[config.mk]
export PLATFORM = sky130hd
export DESIGN_NAME = alu_seq
export DESIGN_NICKNAME = d
export VERILOG_FILES = /design/src/rtl/alu_seq.sv
export SDC_FILE = /design/constraint.sdc
export NUM_CORES = 1
export LEC_CHECK = 0
export ABC_AREA = 1
export BUFFER_PORTS_ARGS = -buffer_cell sky130_fd_sc_hd__buf_2
export CORE_AREA = 5 5 128 179
export DETAILED_ROUTE_END_ITERATION = 10
export DIE_AREA = 0 0 133 184
export HOLD_SLACK_MARGIN = 0.02
export PLACE_DENSITY = 0.84
export REMOVE_ABC_BUFFERS = 1
export SYNTH_ARGS = -nofsm -noshare
export SYNTH_HDL_FRONTEND = slang
export SYNTH_SLANG_ARGS = --single-unit
[constraint.sdc]
create_clock -name clk -period 16.3 [get_ports clk]
set_input_delay 2.445 -clock clk [delete_from_list [all_inputs] [get_ports clk]]
set_output_delay 2.445 -clock clk [all_outputs]
set_load 0.05 [all_outputs]
[src/rtl/alu_seq.sv]
// alu_seq: initiator-side sequencer for a 32-bit combinational ALU.
// Accepts commands on a valid/ready interface, drives the ALU for one
// (narrow) or two (wide, carry-chained) passes, and returns a registered
// response together with a persistent carry flag for adc/sbc chains.
//
// Ports:
//   clk, reset                      clock (rising edge), async active-high reset
//   cmd_valid/cmd_ready             command handshake
//   cmd_op/cmd_wide/cmd_a/cmd_b     command payload (narrow ops use [31:0])
//   alu_a/alu_b/alu_op/alu_carry_in operands and op driven to the ALU
//   alu_c/alu_carry_out/
//   alu_is_zero/alu_is_negative     ALU results
//   rsp_valid/rsp_ready             response handshake
//   rsp_c/rsp_carry/rsp_zero/rsp_neg response payload
//   flag_carry                      persistent carry flag
module alu_seq #(
   parameter logic CARRY_INIT = 1'b0
) (
   input  logic        clk,
   input  logic        reset,
   input  logic        cmd_valid,
   output logic        cmd_ready,
   input  logic [7:0]  cmd_op,
   input  logic        cmd_wide,
   input  logic [63:0] cmd_a,
   input  logic [63:0] cmd_b,
   output logic [31:0] alu_a,
   output logic [31:0] alu_b,
   output logic [7:0]  alu_op,
   output logic        alu_carry_in,
   input  logic [31:0] alu_c,
   input  logic        alu_carry_out,
   input  logic        alu_is_zero,
   input  logic        alu_is_negative,
   output logic        rsp_valid,
   input  logic        rsp_ready,
   output logic [63:0] rsp_c,
   output logic        rsp_carry,
   output logic        rsp_zero,
   output logic        rsp_neg,
   output logic        flag_carry
);

   localparam int unsigned DW = 64;
   localparam int unsigned HW = 32;
   localparam int unsigned OW = 8;

   localparam logic [OW-1:0] OP_ADD = OW'(0);
   localparam logic [OW-1:0] OP_ADC = OW'(1);
   localparam logic [OW-1:0] OP_SUB = OW'(2);
   localparam logic [OW-1:0] OP_SBC = OW'(3);
   localparam logic [OW-1:0] OP_XOR = OW'(7);

   typedef enum logic [1:0] {
      IDLE = 2'd0,
      LO   = 2'd1,
      HI   = 2'd2,
      DONE = 2'd3
   } state_t;

   state_t          state_q, state_d;
   logic [OW-1:0]   op_q, op_d;
   logic            wide_q, wide_d;
   logic [DW-1:0]   a_q, a_d;
   logic [DW-1:0]   b_q, b_d;
   logic [HW-1:0]   lo_c_q, lo_c_d;
   logic            lo_carry_q, lo_carry_d;
   logic            lo_zero_q, lo_zero_d;
   logic            lo_neg_q, lo_neg_d;
   logic            cmd_ready_q, cmd_ready_d;
   logic [HW-1:0]   alu_a_q, alu_a_d;
   logic [HW-1:0]   alu_b_q, alu_b_d;
   logic [OW-1:0]   alu_op_q, alu_op_d;
   logic            alu_carry_in_q, alu_carry_in_d;
   logic            rsp_valid_q, rsp_valid_d;
   logic [DW-1:0]   rsp_c_q, rsp_c_d;
   logic            rsp_carry_q, rsp_carry_d;
   logic            rsp_zero_q, rsp_zero_d;
   logic            rsp_neg_q, rsp_neg_d;
   logic            flag_carry_q, flag_carry_d;

   // Next-state and output computation; ALU drive is registered one edge
   // ahead of the pass it belongs to, so it is computed from the state we enter.
   always_comb begin
      state_d        = state_q;
      op_d           = op_q;
      wide_d         = wide_q;
      a_d            = a_q;
      b_d            = b_q;
      lo_c_d         = lo_c_q;
      lo_carry_d     = lo_carry_q;
      lo_zero_d      = lo_zero_q;
      lo_neg_d       = lo_neg_q;
      alu_a_d        = '0;
      alu_b_d        = '0;
      alu_op_d       = '0;
      alu_carry_in_d = 1'b0;
      rsp_valid_d    = rsp_valid_q;
      rsp_c_d        = rsp_c_q;
      rsp_carry_d    = rsp_carry_q;
      rsp_zero_d     = rsp_zero_q;
      rsp_neg_d      = rsp_neg_q;
      flag_carry_d   = flag_carry_q;

      unique case (state_q)
         IDLE: begin
            if (cmd_valid && cmd_ready_q) begin
               op_d           = cmd_op;
               wide_d         = cmd_wide;
               a_d            = cmd_a;
               b_d            = cmd_b;
               state_d        = LO;
               alu_a_d        = cmd_a[HW-1:0];
               alu_b_d        = cmd_b[HW-1:0];
               alu_op_d       = cmd_op;
               alu_carry_in_d = (cmd_op == OP_ADC || cmd_op == OP_SBC) ? flag_carry_q : 1'b0;
            end
         end
         LO: begin
            lo_c_d     = alu_c;
            lo_carry_d = alu_carry_out;
            lo_zero_d  = alu_is_zero;
            lo_neg_d   = alu_is_negative;
            if (wide_q && op_q <= OP_XOR) begin
               state_d  = HI;
               alu_a_d  = a_q[DW-1:HW];
               alu_b_d  = b_q[DW-1:HW];
               // Upper pass of add/sub chains the low-pass carry/borrow
               if (op_q == OP_ADD)      alu_op_d = OP_ADC;
               else if (op_q == OP_SUB) alu_op_d = OP_SBC;
               else                     alu_op_d = op_q;
               alu_carry_in_d = (op_q <= OP_SBC) ? alu_carry_out : 1'b0;
            end else begin
               state_d      = DONE;
               rsp_valid_d  = 1'b1;
               rsp_c_d      = {HW'(0), alu_c};
               rsp_carry_d  = alu_carry_out;
               rsp_zero_d   = alu_is_zero;
               rsp_neg_d    = alu_is_negative;
               flag_carry_d = alu_carry_out;
            end
         end
         HI: begin
            state_d      = DONE;
            rsp_valid_d  = 1'b1;
            rsp_c_d      = {alu_c, lo_c_q};
            rsp_carry_d  = alu_carry_out;
            rsp_zero_d   = lo_zero_q & alu_is_zero;
            rsp_neg_d    = alu_is_negative;
            flag_carry_d = alu_carry_out;
         end
         DONE: begin
            if (rsp_ready) begin
               state_d     = IDLE;
               rsp_valid_d = 1'b0;
            end
         end
         default: state_d = IDLE;
      endcase

      cmd_ready_d = (state_d == IDLE);
   end

   // State and output registers
   always_ff @(posedge clk or posedge reset) begin
      if (reset) begin
         state_q        <= IDLE;
         op_q           <= '0;
         wide_q         <= 1'b0;
         a_q            <= '0;
         b_q            <= '0;
         lo_c_q         <= '0;
         lo_carry_q     <= 1'b0;
         lo_zero_q      <= 1'b0;
         lo_neg_q       <= 1'b0;
         cmd_ready_q    <= 1'b1;
         alu_a_q        <= '0;
         alu_b_q        <= '0;
         alu_op_q       <= '0;
         alu_carry_in_q <= 1'b0;
         rsp_valid_q    <= 1'b0;
         rsp_c_q        <= '0;
         rsp_carry_q    <= 1'b0;
         rsp_zero_q     <= 1'b0;
         rsp_neg_q      <= 1'b0;
         flag_carry_q   <= CARRY_INIT;
      end else begin
         state_q        <= state_d;
         op_q           <= op_d;
         wide_q         <= wide_d;
         a_q            <= a_d;
         b_q            <= b_d;
         lo_c_q         <= lo_c_d;
         lo_carry_q     <= lo_carry_d;
         lo_zero_q      <= lo_zero_d;
         lo_neg_q       <= lo_neg_d;
         cmd_ready_q    <= cmd_ready_d;
         alu_a_q        <= alu_a_d;
         alu_b_q        <= alu_b_d;
         alu_op_q       <= alu_op_d;
         alu_carry_in_q <= alu_carry_in_d;
         rsp_valid_q    <= rsp_valid_d;
         rsp_c_q        <= rsp_c_d;
         rsp_carry_q    <= rsp_carry_d;
         rsp_zero_q     <= rsp_zero_d;
         rsp_neg_q      <= rsp_neg_d;
         flag_carry_q   <= flag_carry_d;
      end
   end

   assign cmd_ready    = cmd_ready_q;
   assign alu_a        = alu_a_q;
   assign alu_b        = alu_b_q;
   assign alu_op       = alu_op_q;
   assign alu_carry_in = alu_carry_in_q;
   assign rsp_valid    = rsp_valid_q;
   assign rsp_c        = rsp_c_q;
   assign rsp_carry    = rsp_carry_q;
   assign rsp_zero     = rsp_zero_q;
   assign rsp_neg      = rsp_neg_q;
   assign flag_carry   = flag_carry_q;

endmodule
* After elaboration in Yosys (flattened, before gate mapping) *
Cells that the tools add are included.

word-level totals
  flip-flop bits (word level) = 314
  input port bits = 176
  output and inout bits = 143

cells by class
  $lt $le $gt $ge = 2
  eq/ne operators = 8
  mux-type cells = 31
  bitwise gates (word level) = 1
  reduce and logical (&&, ||, !) cells = 11

operators with widths
  operator                                                                count
  32-bit 2-to-1 mux                                                       4
  32-bit case mux with 2 select lines                                     2
  64-bit case mux with 2 select lines                                     1
  64-bit 2-to-1 mux                                                       1
  8-bit 2-to-1 mux                                                        4
  8-bit by 2-bit equality test with 1-bit output (second input constant)  2
  8-bit case mux with 2 select lines                                      1
  1-bit 2-to-1 mux                                                        10
  8-bit by 1-bit equality test with 1-bit output (second input constant)  1
  8-bit by 2-bit <= comparator with 1-bit output (second input constant)  1
  8-bit by 3-bit <= comparator with 1-bit output (second input constant)  1
  8-bit logical NOT                                                       1
  1-bit case mux with 2 select lines                                      4
  2-bit case mux with 4 select lines                                      1
  2-bit equality test (second input constant)                             2
  2-bit logical NOT                                                       2
  2-bit 2-to-1 mux                                                        2
  2-bit != test (second input constant)                                   2
  2-bit AND reduction                                                     2
  1-bit case mux with 3 select lines                                      1
  3-bit AND reduction                                                     1
  3-bit nonzero test                                                      1
  2-bit by 1-bit equality test with 1-bit output (second input constant)  1
  1-bit logical AND                                                       2
  3 further kinds                                                         3

* Depth between registers and ports, before layout *
Gate-level depths: netlist of the first run.

  word-level depth = 5
  mapped depth = 8
  depth with buffers taken out = 6

* Least setup slack after synthesis of the first run *
No wires, ideal clock.

  kind = flip-flop to output port
  start point = register flag_carry (netlist name)
  end point = output rsp_carry
  data arrival time = 922 ps
  path slack = 12933 ps
  cell stages (with the launch flop) = 2
  path through = dfrtp_1 -> buf_4

RTL lines
  what           line  RTL
  end, declared  38    output logic rsp_carry,

==> metrics.log, run 1 <==
INFO  metric path_class = input pin to asynchronous set/reset pin
INFO  metric leakage = 0.00733 uW
INFO  metric seq_power_share = 37.3%
INFO  metric ys_dominant_reg_cell = sky130_fd_sc_hd__dfrtp_1
INFO  metric period_share = between 20% and 30%
INFO  metric postRouteAntennaNets = 0
INFO  metric fp.dieW = ~130 um
INFO  metric preCtsSetupSlack = about 11 ns
INFO  metric run_status = finished, final reports clean
INFO  metric grt_overflow = 0
INFO  metric cts_made_buffers = 24
INFO  metric detailedRoute.firstIterationViolations = 511
INFO  metric max_freq = between 0.2 and 0.25 GHz
INFO  metric grt_start_max_net_pins = 117
INFO  metric ratio_of_cells_with_drive_above_1_in_the_final_layout = a little over a quarter
INFO  metric timing.critical_path.to_type = asynchronous set/reset pin
INFO  metric cts_sinks = 250
INFO  metric core-area = about 0.021 mm^2
INFO  metric cts.clk_slew.worst_paths = ~0.06 ns
INFO  metric gr-usage-all-layers = 20.9%
INFO  metric tritoncts = done
INFO  metric power.share.combinational = a little under two fifths
INFO  metric synth.cell_area = 0.00995 mm^2
INFO  metric h_tree_level_count = 1
INFO  metric filler_cell_count = between 1.5k and 2k
INFO  metric power.share.switching = between 40% and 50%
INFO  metric most_used_standard_cell_by_instance_count_after_synthesis = sky130_fd_sc_hd__nand2_1
INFO  metric total_length_of_routed_wires = 25900 um
INFO  metric detailroute.wirelength.met3 = around 2400 um
INFO  metric power.ir.vdd_worst = between 100 and 150 uV
INFO  metric worst_r2r_path_depth = 5
INFO  metric route.vias.total = 8531
INFO  metric place_congestion = a little over 0.8
INFO  metric synth_top_cells_by_count = sky130_fd_sc_hd__nand2_1 (573), sky130_fd_sc_hd__dfrtp_1 (249), sky130_fd_sc_hd__nand3_1 (108)
INFO  metric worst_min_path_class = register to register
INFO  metric cts_hold_buf = 0
INFO  metric grt_antenna_before_repair = 1
INFO  metric clock-root-buffer = sky130_fd_sc_hd__clkbuf_16
INFO  metric synthTopCellsByArea = sky130_fd_sc_hd__dfrtp_1 (63%), sky130_fd_sc_hd__nand2_1 (22%), sky130_fd_sc_hd__nand3_1 (5.4%)
INFO  metric synth-async-reset-ratio = 100%
INFO  metric synthesis.area_per_instance = 8.74 um^2
INFO  metric route.met2.wl = roughly 13000 um
INFO  metric fin_cells = approximately 1.7k
INFO  metric multi_input_area = 0.00319 mm^2
INFO  metric worst_hold_path_cells = 2
INFO  metric arrival_time_at_the_worst_endpoint = 4.83 ns
INFO  metric nets = 1599
INFO  metric drt-wirelength-per-cell = about 15 um
INFO  metric chipHeight = 184 um
INFO  metric post_synth_inst_count = roughly 1.1k
INFO  metric max_cap_violations = 0
INFO  metric total_of_buffers_placed_on_input_and_output_ports = approximately 320
INFO  metric post_synth_num_cell_types = 18
INFO  metric io_pins = about 320
INFO  metric synth_seq_area_share = 62.9%
INFO  metric timing.setup.tns = 0 ns
INFO  metric final_max_slew_viol_count = 0
INFO  metric worstPathMaxFanout = between 100 and 150
INFO  metric area_occupied_by_registers = about 0.0063 mm^2
INFO  metric drc = 0
INFO  metric setup-violations-final = 0
INFO  metric slew-limit-headroom = a little under a third
INFO  metric num_rows = 63
INFO  metric actual_transition_at_the_worst_max_transition_pin = about 1.0 ns
INFO  metric clk_latency = between 0.5 and 0.6 ns
INFO  metric drt_first_pass_iters = 5
INFO  metric synth.yosys.warnings = 0
INFO  metric power.clock.fraction = between 20% and 30%
INFO  metric worst_clock_skew = ~0.018 ns
INFO  metric synth_seq_cells = 250
INFO  metric die_area = 0.0245 mm^2
INFO  metric insertedDiodeCount = 0
INFO  metric dpl.hpwl = 17600 um
INFO  metric drt-vias-per-instance = approximately 5
INFO  metric first_global_vias = 8512
INFO  metric power.internal = between 1000 and 1500 uW
INFO  metric worst-endpoint-required = around 17 ns
INFO  metric cts_setup_buffers = 0
INFO  metric ctsResizeCount = 0
INFO  metric grt_setup_unrepaired = no
INFO  metric wirelength_met1 = a little over 10000 um
INFO  metric highest-signal-layer = met5
INFO  metric clockBufferDepth = 3
INFO  metric finalHoldViolCount = 0
INFO  metric final_critical_path_time_including_i_o_delays_and_setup = between 4 and 5 ns
INFO  metric power.density_cell_area = 203 mW/mm^2
INFO  metric post-place-cells = about 1.7k
INFO  metric cell_type_contributing_the_most_total_cell_area_after_synthesis = sky130_fd_sc_hd__dfrtp_1
INFO  metric initial_utilization = between 40% and 50%
INFO  metric flow.area_growth_from_synthesis = 25.6%
INFO  metric timing.final.ws_setup = 12.03 ns
INFO  metric synth_enable_flop_cells = 0
INFO  metric power_spent_charging_and_discharging_nets = ~1100 uW
INFO  metric setup.worst_path.start_class = input pin
INFO  metric grt_first_pass_wirelength = between 40000 and 50000 um
INFO  metric synth.top_cell.area_share = 62.6%
-- flip-flops by register name (all words and copies together), names as in the netlist --
register	cells
a_q	32
alu_a	32
alu_b	32
alu_carry_in	1
alu_op	8
b_q	32
cmd_ready	1
flag_carry	1
lo_c_q	32
lo_zero_q	1
op_q	8
rsp_c	64
rsp_neg	1
rsp_valid	1
rsp_zero	1
state_q	2
wide_q	1
-- layout by cell type (no fill, tap or decap), types with 2 or more instances in the layout --
master / synthesis / final
sky130_fd_sc_hd__buf_2: 45 / 318
sky130_fd_sc_hd__clkbuf_1: 14 / 6
sky130_fd_sc_hd__clkbuf_8: 0 / 6
sky130_fd_sc_hd__buf_4: 4 / 8
sky130_fd_sc_hd__clkbuf_16: 0 / 25
sky130_fd_sc_hd__o21ai_0: 74 / 74
sky130_fd_sc_hd__nand2_2: 3 / 2
sky130_fd_sc_hd__nor2_4: 1 / 2
sky130_fd_sc_hd__bufinv_16: 0 / 5
sky130_fd_sc_hd__nor3_1: 2 / 2
sky130_fd_sc_hd__inv_1: 41 / 40
sky130_fd_sc_hd__nand3_1: 108 / 107
sky130_fd_sc_hd__clkinv_2: 0 / 2
sky130_fd_sc_hd__nand2_1: 573 / 573
sky130_fd_sc_hd__dfrtp_1: 249 / 249
sky130_fd_sc_hd__inv_2: 4 / 3
sky130_fd_sc_hd__nor2_1: 13 / 13
-- path summary, 6_finish.rpt --
check	from	end	slack (ns)
setup / recovery	reset	lo_c_q[23]	12.03
min in group asynchronous	reset	alu_a[23]	2.06
max in group clk	cmd_ready	cmd_ready	12.53
hold reg to reg	b_q[37]	alu_b[5]	0.47
setup reg to reg	state_q[1]	rsp_c[28]	13.52
hold / removal	b_q[37]	alu_b[5]	0.47
-- through the flow --
step	util [%]	power, uW	hold slack, ns	area (um^2)
after floorplan	-	1660	0.442	9600
after global placement	55.1	1900	0.451	11600
after detailed placement	55.1	1940	0.458	11600
after CTS	59.4	2570	0.467	12500
after global routing	59.4	2700	0.491	12500
final	59.4	2540	0.467	12500
-- layer usage --
metal | track usage (%) | vias up
met5 | 0 | -
met1 | 26.3 | 4000
met3 | 5.18 | 55
li1 | - | 4097
met4 | 7.20 | 2
met2 | 35.5 | 377
-- cell families after synthesis --
| logic type | count (synthesis) | synth area share [%] |
|---|---|---|
| compound gates | 74 | 3.72 |
| buf+inv | 113 | 5.28 |
| flops | 250 | 62.9 |
| simple gates | 702 | 28.1 |
-- final cells by class --
type / count / share of cell area (%)
well taps: 260 / 2.60
multi-input cells: 776 / 25.5
inverters: 45 / 1.43
flip-flops and latches: 250 / 50.1
clock buffers: 37 / 5.85
repair buffers: 326 / 13.2
clock inverters: 7 / 1.28
-- worst max-delay path: stages --
cell	delay [ns]
sky130_fd_sc_hd__buf_2	0.13
sky130_fd_sc_hd__inv_8	0.50
sky130_fd_sc_hd__buf_4	0.86
sky130_fd_sc_hd__buf_4	0.71
-- power groups by stage --
| stage | clock network (uW) | registers (uW) | logic (uW) |
|---|---|---|---|
| after global placement | 0 | 951 | 953 |
| after CTS | 631 | 949 | 985 |
| after global routing | 656 | 975 | 1070 |
| final | 616 | 949 | 976 |
| after floorplan | 0 | 1260 | 401 |
| after detailed placement | 0 | 958 | 979 |
Note: power is estimated with default switching activity, not from simulation.
==> run 2: changes to the inputs <==
Settings changed: ABC_AREA 1 to 0, CORE_AREA 5 5 128 179 to 5 5 129 181, DIE_AREA 0 0 133 184 to 0 0 134 186.
Clock period 16.3 ns to 4.45 ns, I/O delays scaled along.
==> run 2 against run 1 <==
- design area rose by 1.9%
- synthesized cell count down 27%
- routed wire length rose by 6.0%
- core utilization decreased by 0.28 points
- sequential share of layout area fell by 0.86 points
- sequential power rose to 4.0 times the previous value
- combinational power grew to 3.8 times the previous value
- global-route usage rose by 0.46 points
- clock-buffer cell count is 1 lower
- total power grew to 3.8 times the previous value
- critical path type is now register to register
- critical endpoint is now b_q[38]
==> metrics.log, run 2 <==
INFO  metric run_status = finished, final reports clean
INFO  metric die_area = 0.0249 mm^2 (+1.8%)
INFO  metric most_used_standard_cell_by_instance_count_after_synthesis = sky130_fd_sc_hd__dfrtp_1
INFO  metric finalHoldViolCount = 0 (unchanged)
INFO  metric max_cap_violations = 0 (unchanged)
INFO  metric seq_power_share = 39.4% (+2.1 points)
INFO  metric leakage = 0.00661 uW (-9.8%)
INFO  metric clockBufferDepth = 3 (unchanged)
INFO  metric synth-async-reset-ratio = 100% (unchanged)
INFO  metric power.internal = 5580 uW (+280%)
INFO  metric core-area = 0.0215 mm^2 (+2.3%)
INFO  metric gr-usage-all-layers = 21.4% (+0.46 points)
INFO  metric power.share.switching = 41.7% (-0.56 points)
INFO  metric drc = 0 (unchanged)
INFO  metric drt-wirelength-per-cell = 19.7 um (+29%)
INFO  metric drt_first_pass_iters = 5 (unchanged)
INFO  metric cts_made_buffers = 24 (unchanged)
INFO  metric cts.clk_slew.worst_paths = 0.07 ns (about the same)
INFO  metric synth.yosys.warnings = 0 (unchanged)
INFO  metric route.vias.total = 7813 (-8.4%)
INFO  metric slew-limit-headroom = 24.4% (-7.0 points)
INFO  metric tritoncts = done
INFO  metric timing.setup.tns = 0 ns (unchanged)
INFO  metric h_tree_level_count = 1 (unchanged)
INFO  metric actual_transition_at_the_worst_max_transition_pin = 1.13 ns (+0.106 ns)
INFO  metric nets = 1291 (-19%)
INFO  metric worstPathMaxFanout = 106 (-8.6%)
INFO  metric post_synth_inst_count = 832 (-27%)
INFO  metric arrival_time_at_the_worst_endpoint = 3.22 ns (-1.61 ns)
INFO  metric preCtsSetupSlack = 1.59 ns (-9.79 ns)
INFO  metric final_critical_path_time_including_i_o_delays_and_setup = approximately 2.8 ns
INFO  metric synth.cell_area = 0.0102 mm^2 (+2.1%)
INFO  metric synthesis.area_per_instance = 12.2 um^2 (+40%)
INFO  metric insertedDiodeCount = 0 (unchanged)
INFO  metric setup.worst_path.start_class = register
INFO  metric path_class = register to register
INFO  metric synth_enable_flop_cells = 0 (unchanged)
INFO  metric final_max_slew_viol_count = 0 (unchanged)
INFO  metric clk_latency = 0.51 ns (about the same)
INFO  metric power.density_cell_area = 752 mW/mm^2 (+270%)
INFO  metric fp.dieW = 134 um (+0.75%)
INFO  metric timing.final.ws_setup = 1.63 ns (-10.40 ns)
INFO  metric synthTopCellsByArea = sky130_fd_sc_hd__dfrtp_1 (61%), sky130_fd_sc_hd__mux2_2 (8.1%), sky130_fd_sc_hd__a22o_1 (5.7%)
INFO  metric cts_hold_buf = 0 (unchanged)
INFO  metric detailedRoute.firstIterationViolations = 348 (-32%)
INFO  metric post-place-cells = 1353 (-18%)
INFO  metric drt-vias-per-instance = 5.59 (+12%)
INFO  metric first_global_vias = 8169 (-4.0%)
INFO  metric io_pins = 319 (unchanged)
INFO  metric power_spent_charging_and_discharging_nets = 3990 uW (+270%)
INFO  metric period_share = between 60 and 70%
INFO  metric grt_setup_unrepaired = no
INFO  metric cts_sinks = 250 (unchanged)
INFO  metric worst-endpoint-required = 4.85 ns (-12.01 ns)
INFO  metric ctsResizeCount = 0 (unchanged)
INFO  metric power.share.combinational = 38.8% (+0.4 points)
INFO  metric total_length_of_routed_wires = 27500 um (+6.0%)
INFO  metric postRouteAntennaNets = 0 (unchanged)
INFO  metric max_freq = about 0.35 GHz
INFO  metric chipHeight = 186 um (+1.1%)
INFO  metric clock-root-buffer = sky130_fd_sc_hd__clkbuf_16
INFO  metric dpl.hpwl = 18600 um (+5.4%)
INFO  metric flow.area_growth_from_synthesis = 25.3%
INFO  metric grt_overflow = 0 (unchanged)
INFO  metric totalPowerFinal = 9570 uW (+280%)
INFO  metric power.ir.vdd_worst = 408 uV (+220%)
INFO  metric layout_common_cells = sky130_fd_sc_hd__buf_2 (318), sky130_fd_sc_hd__dfrtp_1 (247), sky130_fd_sc_hd__nor2_1 (79), sky130_fd_sc_hd__mux2_2 (73)
INFO  metric mostFrequentLayoutCell = sky130_fd_sc_hd__buf_2
INFO  metric post_synth_num_cell_types = 38 (+20)
INFO  metric ratio_of_cells_with_drive_above_1_in_the_final_layout = 40.1% (+14 points)
INFO  metric worst_clock_skew = 0.0174 ns (-0.000685 ns)
INFO  metric cts_setup_buffers = 0 (unchanged)
INFO  metric synth_seq_area_share = 61.6% (-1.3 points)
INFO  metric grt_start_max_net_pins = 128 (+9.4%)
INFO  metric place_congestion = 0.787 (-3.5%)
INFO  metric worst_min_path_class = input pin to asynchronous set/reset pin
INFO  metric ys_dominant_reg_cell = sky130_fd_sc_hd__dfrtp_1
INFO  metric fin_cells = 1397 (-18%)
INFO  metric grt_first_pass_wirelength = 42800 um (+1.2%)
INFO  metric largest_reg_flops = 64 (unchanged)
INFO  metric synth_top_cells_by_count = sky130_fd_sc_hd__dfrtp_1 (249), sky130_fd_sc_hd__nor2_1 (79), sky130_fd_sc_hd__mux2_2 (73)
INFO  metric timing.critical_path.to_type = register
INFO  metric cell_type_contributing_the_most_total_cell_area_after_synthesis = sky130_fd_sc_hd__dfrtp_1
INFO  metric finish.utilization = 59.1% (-0.28 points)
INFO  metric setup-violations-final = 0 (unchanged)
INFO  metric grt_antenna_before_repair = 5 (+4)
INFO  metric power.clock.fraction = 21.8% (-2.4 points)
INFO  metric num_rows = 64 (+1.6%)
INFO  metric total_of_buffers_placed_on_input_and_output_ports = 318 (unchanged)
INFO  metric synth.top_cell.area_share = 61.3% (-1.3 points)
INFO  metric initial_utilization = 47.2% (-0.11 points)
INFO  metric synth_seq_cells = 250 (unchanged)
[run 2: cell count changes after synthesis, sizes merged, moves of 31 or more]
cell    change
nand3b     +31
a311o      +32
nand3     -106
nor2       +64
mux2i      +31
nor3       +32
o21ai      -72
mux2       +73
inv        -39
a22o       +66
nand2     -510
a21oi      +52
[run 2: per-stage QoR]
stage               hold slack, ns  cell area, um^2
global route                 0.352            12700
detailed placement           0.463            11900
global placement             0.457            11900
floorplan                    0.446             9840
finish                       0.353            12700
CTS                          0.353            12700
[run 2: final cells by class]
class | count | area [um^2]
flip-flops and latches | 250 | 6260
repair buffers | 328 | 1690
fillers | 1693 | 8810
inverters | 6 | 30.0
clock buffers | 36 | 747
multi-input cells | 505 | 3590
clock inverters | 8 | 77.6
well taps | 264 | 330
[run 2: worst paths after layout]
path,slack (ns),from,cells past startpoint,endpoint
max in group asynchronous,3.09,reset,3,lo_c_q[2]
min in group clk,0.37,cmd_b[24],2,alu_b[24]
max,1.63,state_q[0],3,b_q[38]
min,0.35,reset,2,alu_a[10]
max reg2reg,1.63,state_q[0],3,b_q[38]
min reg2reg,0.48,lo_c_q[9],2,lo_c_q[9]
[run 2: kinds of logic after synthesis]
kind of cell / count (synthesis) / share of synthesized area, %
simple gates: 232 / 11.0
flops: 250 / 61.6
compound gates: 169 / 12.9
mux: 104 / 11.1
buf+inv: 77 / 3.42
[run 2: metal layers]
layer	up-vias	global-route usage (%)	routed length, um
met2	357	37.1	13800
met3	72	7.76	2630
met4	10	8.77	1050
li1	3532	-	-
met1	3842	24.0	9880
met5	-	0	68
[run 2: worst max-delay path: stages, from the launching register on]
cell                       delay, ns
sky130_fd_sc_hd__dfrtp_4        0.81
sky130_fd_sc_hd__and4bb_4       1.05
sky130_fd_sc_hd__buf_4          0.44
sky130_fd_sc_hd__mux2_2         0.38
[run 2: power by group through the flow]
stage / clock network (uW) / registers [uW] / logic, uW
after detailed placement: 0 / 3800 / 3750
final: 2080 / 3770 / 3720
after floorplan: 0 / 4850 / 1600
after global routing: 2250 / 3880 / 4000
after CTS: 2140 / 3770 / 3760
after global placement: 0 / 3740 / 3640
==> run 3: changes to the inputs <==
Settings changed: CORE_AREA 5 5 129 181 to 5 5 132 184, DIE_AREA 0 0 134 186 to 0 0 137 189.
Clock period 4.45 ns to 2.3 ns, I/O delays scaled along.
==> run 3 against run 2 <==
- clock skew is 0.0080 ns lower
- clock-buffer cell count shrank 8
- largest cell class unchanged
- largest power group is now combinational logic
- global-route usage shrank 0.78 points
- worst setup slack worse by 1.2 ns
- via count up 0.37%
- combinational power rose by 110%
- final cell count up 4.0%
- maximum frequency is 47% higher
- design area is 2.5% higher
- die area up 3.9%
==> metrics.log, run 3 (synthesis results as in run 2) <==
INFO  metric total_of_buffers_placed_on_input_and_output_ports = 318 (unchanged)
INFO  metric io_pins = 319 (unchanged)
INFO  metric dpl.hpwl = 19000 um (+2.2%)
INFO  metric gr-usage-met1 = 24.5% (+0.54 points)
INFO  metric grt_first_pass_wirelength = 43100 um (+0.76%)
INFO  metric worst_clock_skew = 0.00937 ns (-0.00801 ns)
INFO  metric final.hold.worst_slack = 0.0625 ns (-0.291 ns)
INFO  metric largest_reg_flops = 64 (unchanged)
INFO  metric final_critical_path_time_including_i_o_delays_and_setup = 1.92 ns (-0.902 ns)
INFO  metric power.density_cell_area = 1440 mW/mm^2 (+91%)
INFO  metric slew-limit-headroom = 51.4% (+27 points)
INFO  metric cts_hold_buf = 1 (+1)
INFO  metric gr-usage-met3 = 6.67% (-1.1 points)
INFO  metric cpPeakStageDelay = 0.63 ns (-0.42 ns)
INFO  metric finalHoldViolCount = 0 (unchanged)
INFO  metric cts_made_buffers = 23 (-4.2%)
INFO  metric h_tree_level_count = 1 (unchanged)
INFO  metric grt_start_max_net_pins = 68 (-47%)
INFO  metric num_rows = 65 (+1.6%)
INFO  metric cts_sinks = 250 (unchanged)
INFO  metric setup-violations-final = 0 (unchanged)
INFO  metric area_occupied_by_registers = 0.00626 mm^2 (unchanged)
INFO  metric first_global_vias = 8298 (+1.6%)
INFO  metric period_share = 83.6% (+20 points)
INFO  metric grt_most_used_layer = met2
INFO  metric cts_setup_buffers = 0 (unchanged)
INFO  metric ctsResizeCount = 0 (unchanged)
INFO  metric core-area = 0.0224 mm^2 (+3.8%)
INFO  metric route.vias.total = 7842 (+0.37%)
INFO  metric timing.critical_path.to_type = register
INFO  metric run_status = finished, final reports clean
INFO  metric postRouteAntennaNets = 0 (unchanged)
INFO  metric arrival_time_at_the_worst_endpoint = 2.31 ns (-0.91 ns)
INFO  metric worst_min_path_class = input pin to register
INFO  metric path_class = register to register
INFO  metric worst-endpoint-required = 2.69 ns (-2.16 ns)
INFO  metric grt_antenna_before_repair = 4 (-1)
INFO  metric cp_slowest_cell = sky130_fd_sc_hd__and4bb_4
INFO  metric worstPathCellList = and4bb_4 > buf_12 > mux2_2
INFO  metric die_area = 0.0259 mm^2 (+3.9%)
INFO  metric mostFrequentLayoutCell = sky130_fd_sc_hd__buf_2
INFO  metric global_routing_met2_resource_utilization = 35.3% (-1.8 points)
INFO  metric grt_setup_unrepaired = no
INFO  metric ratio_of_cells_with_drive_above_1_in_the_final_layout = 41.1% (+1.0 points)
INFO  metric cts.clk_slew.worst_paths = 0.07 ns (about the same)
INFO  metric detailedRoute.firstIterationViolations = 401 (+15%)
INFO  metric chipHeight = 189 um (+1.6%)
INFO  metric final_max_slew_viol_count = 0 (unchanged)
INFO  metric place_congestion = 0.788 (+0.14%)
INFO  metric initial_utilization = 45.4% (-1.7 points)
INFO  metric clock-root-buffer = sky130_fd_sc_hd__clkbuf_16
INFO  metric max_cap_violations = 0 (unchanged)
INFO  metric drt_first_pass_iters = 4 (-1)
INFO  metric flow.area_growth_from_synthesis = 28.5%
INFO  metric total_length_of_routed_wires = 26900 um (-2.3%)
INFO  metric combined_buffer_and_inverter_count_along_the_critical_path = 1 (unchanged)
INFO  metric finish.utilization = 58.4% (-0.73 points)
INFO  metric worstPathMaxFanout = 27 (-75%)
INFO  metric actual_transition_at_the_worst_max_transition_pin = 0.728 ns (-0.404 ns)
INFO  metric power.ir.vdd_worst = 911 uV (+120%)
INFO  metric tritoncts = done
INFO  metric layout_common_cells = sky130_fd_sc_hd__buf_2 (318), sky130_fd_sc_hd__dfrtp_1 (247), sky130_fd_sc_hd__nor2_1 (79), sky130_fd_sc_hd__mux2_2 (73)
INFO  metric setup.worst_path.start_class = register
INFO  metric critPathTopFamily = simple AND/OR/NAND/NOR gates
INFO  metric max_freq = 0.520 GHz (+47%)
INFO  metric drt-vias-per-instance = 5.40 (-3.5%)
INFO  metric nets = 1312 (+1.6%)
INFO  metric drc = 0 (unchanged)
INFO  metric grt_overflow = 0 (unchanged)
INFO  metric clockBufferDepth = 3 (unchanged)
INFO  metric fp.dieW = 137 um (+2.2%)
INFO  metric filler_cell_count = 1790 (+5.7%)
INFO  metric drt-wirelength-per-cell = 18.5 um (-6.1%)
INFO  metric leakage = 0.00675 uW (+2.0%)
INFO  metric clk_latency = 0.51 ns (about the same)
INFO  metric multi_input_area = 0.00359 mm^2 (unchanged)
INFO  metric gr-usage-all-layers = 20.6% (-0.78 points)
run 3: cell types whose count changed in the layout (fill, tap and decap cells not counted), sizes merged:
cell,delta
buf,+21
clkbuf,-8
bufinv,+3
clkinv,+1
diode,+1
dlygate4sd3,+1
run 3: worst paths after layout:
path	slack [ns]	from	cells past startpoint	endpoint
setup / recovery	0.38	state_q[1]	3	a_q[41]
hold / removal	0.06	cmd_a[26]	2	alu_a[26]
setup reg to reg	0.38	state_q[1]	3	a_q[41]
hold reg to reg	0.48	lo_c_q[9]	2	lo_c_q[9]
max in group asynchronous	1.14	reset	4	alu_b[19]
min in group asynchronous	0.46	reset	3	alu_a[3]
run 3: per-layer routing:
layer  wire [um]  vias to the layer above
li1            -                     3580
met3        2680                       59
met2       13500                      372
met5          34                        -
met1        9800                     3825
met4         804                        6
run 3: final cells by class:
type	count	area share [%]
Antenna cell	1	0.0192
Sequential cell	250	48.0
Timing Repair Buffer	350	15.2
Tap cell	301	2.89
Clock buffer	28	4.86
Multi-Input combinational cell	505	27.5
Clock inverter	12	1.32
Inverter	6	0.230
run 3: worst register-to-register path, cell delays in order, from the launching register on:
cell and delay, ns:
sky130_fd_sc_hd__dfrtp_4 0.55, sky130_fd_sc_hd__and4bb_4 0.63, sky130_fd_sc_hd__buf_12 0.26, sky130_fd_sc_hd__mux2_2 0.37
run 3: metrics by stage:
stage / instance area (um^2) / setup WS, ns / instances / power (uW) / setup TNS (ns)
after floorplan: 9840 / -4.91 / 761 / 12500 / -1721.03
after global placement: 12200 / 0.418 / 1411 / 14500 / 0
after detailed placement: 12200 / 0.384 / 1411 / 14800 / 0
after CTS: 13100 / 0.377 / 1452 / 18900 / 0
after global routing: 13100 / 0.278 / 1453 / 19900 / 0
final: 13100 / 0.377 / 1453 / 18800 / 0
run 3: power by group:
part           internal (uW)  total (uW)  switching [uW]
Sequential              6020        7000             975
Combinational           2620        7720            5090
Clock                   2420        4040            1620
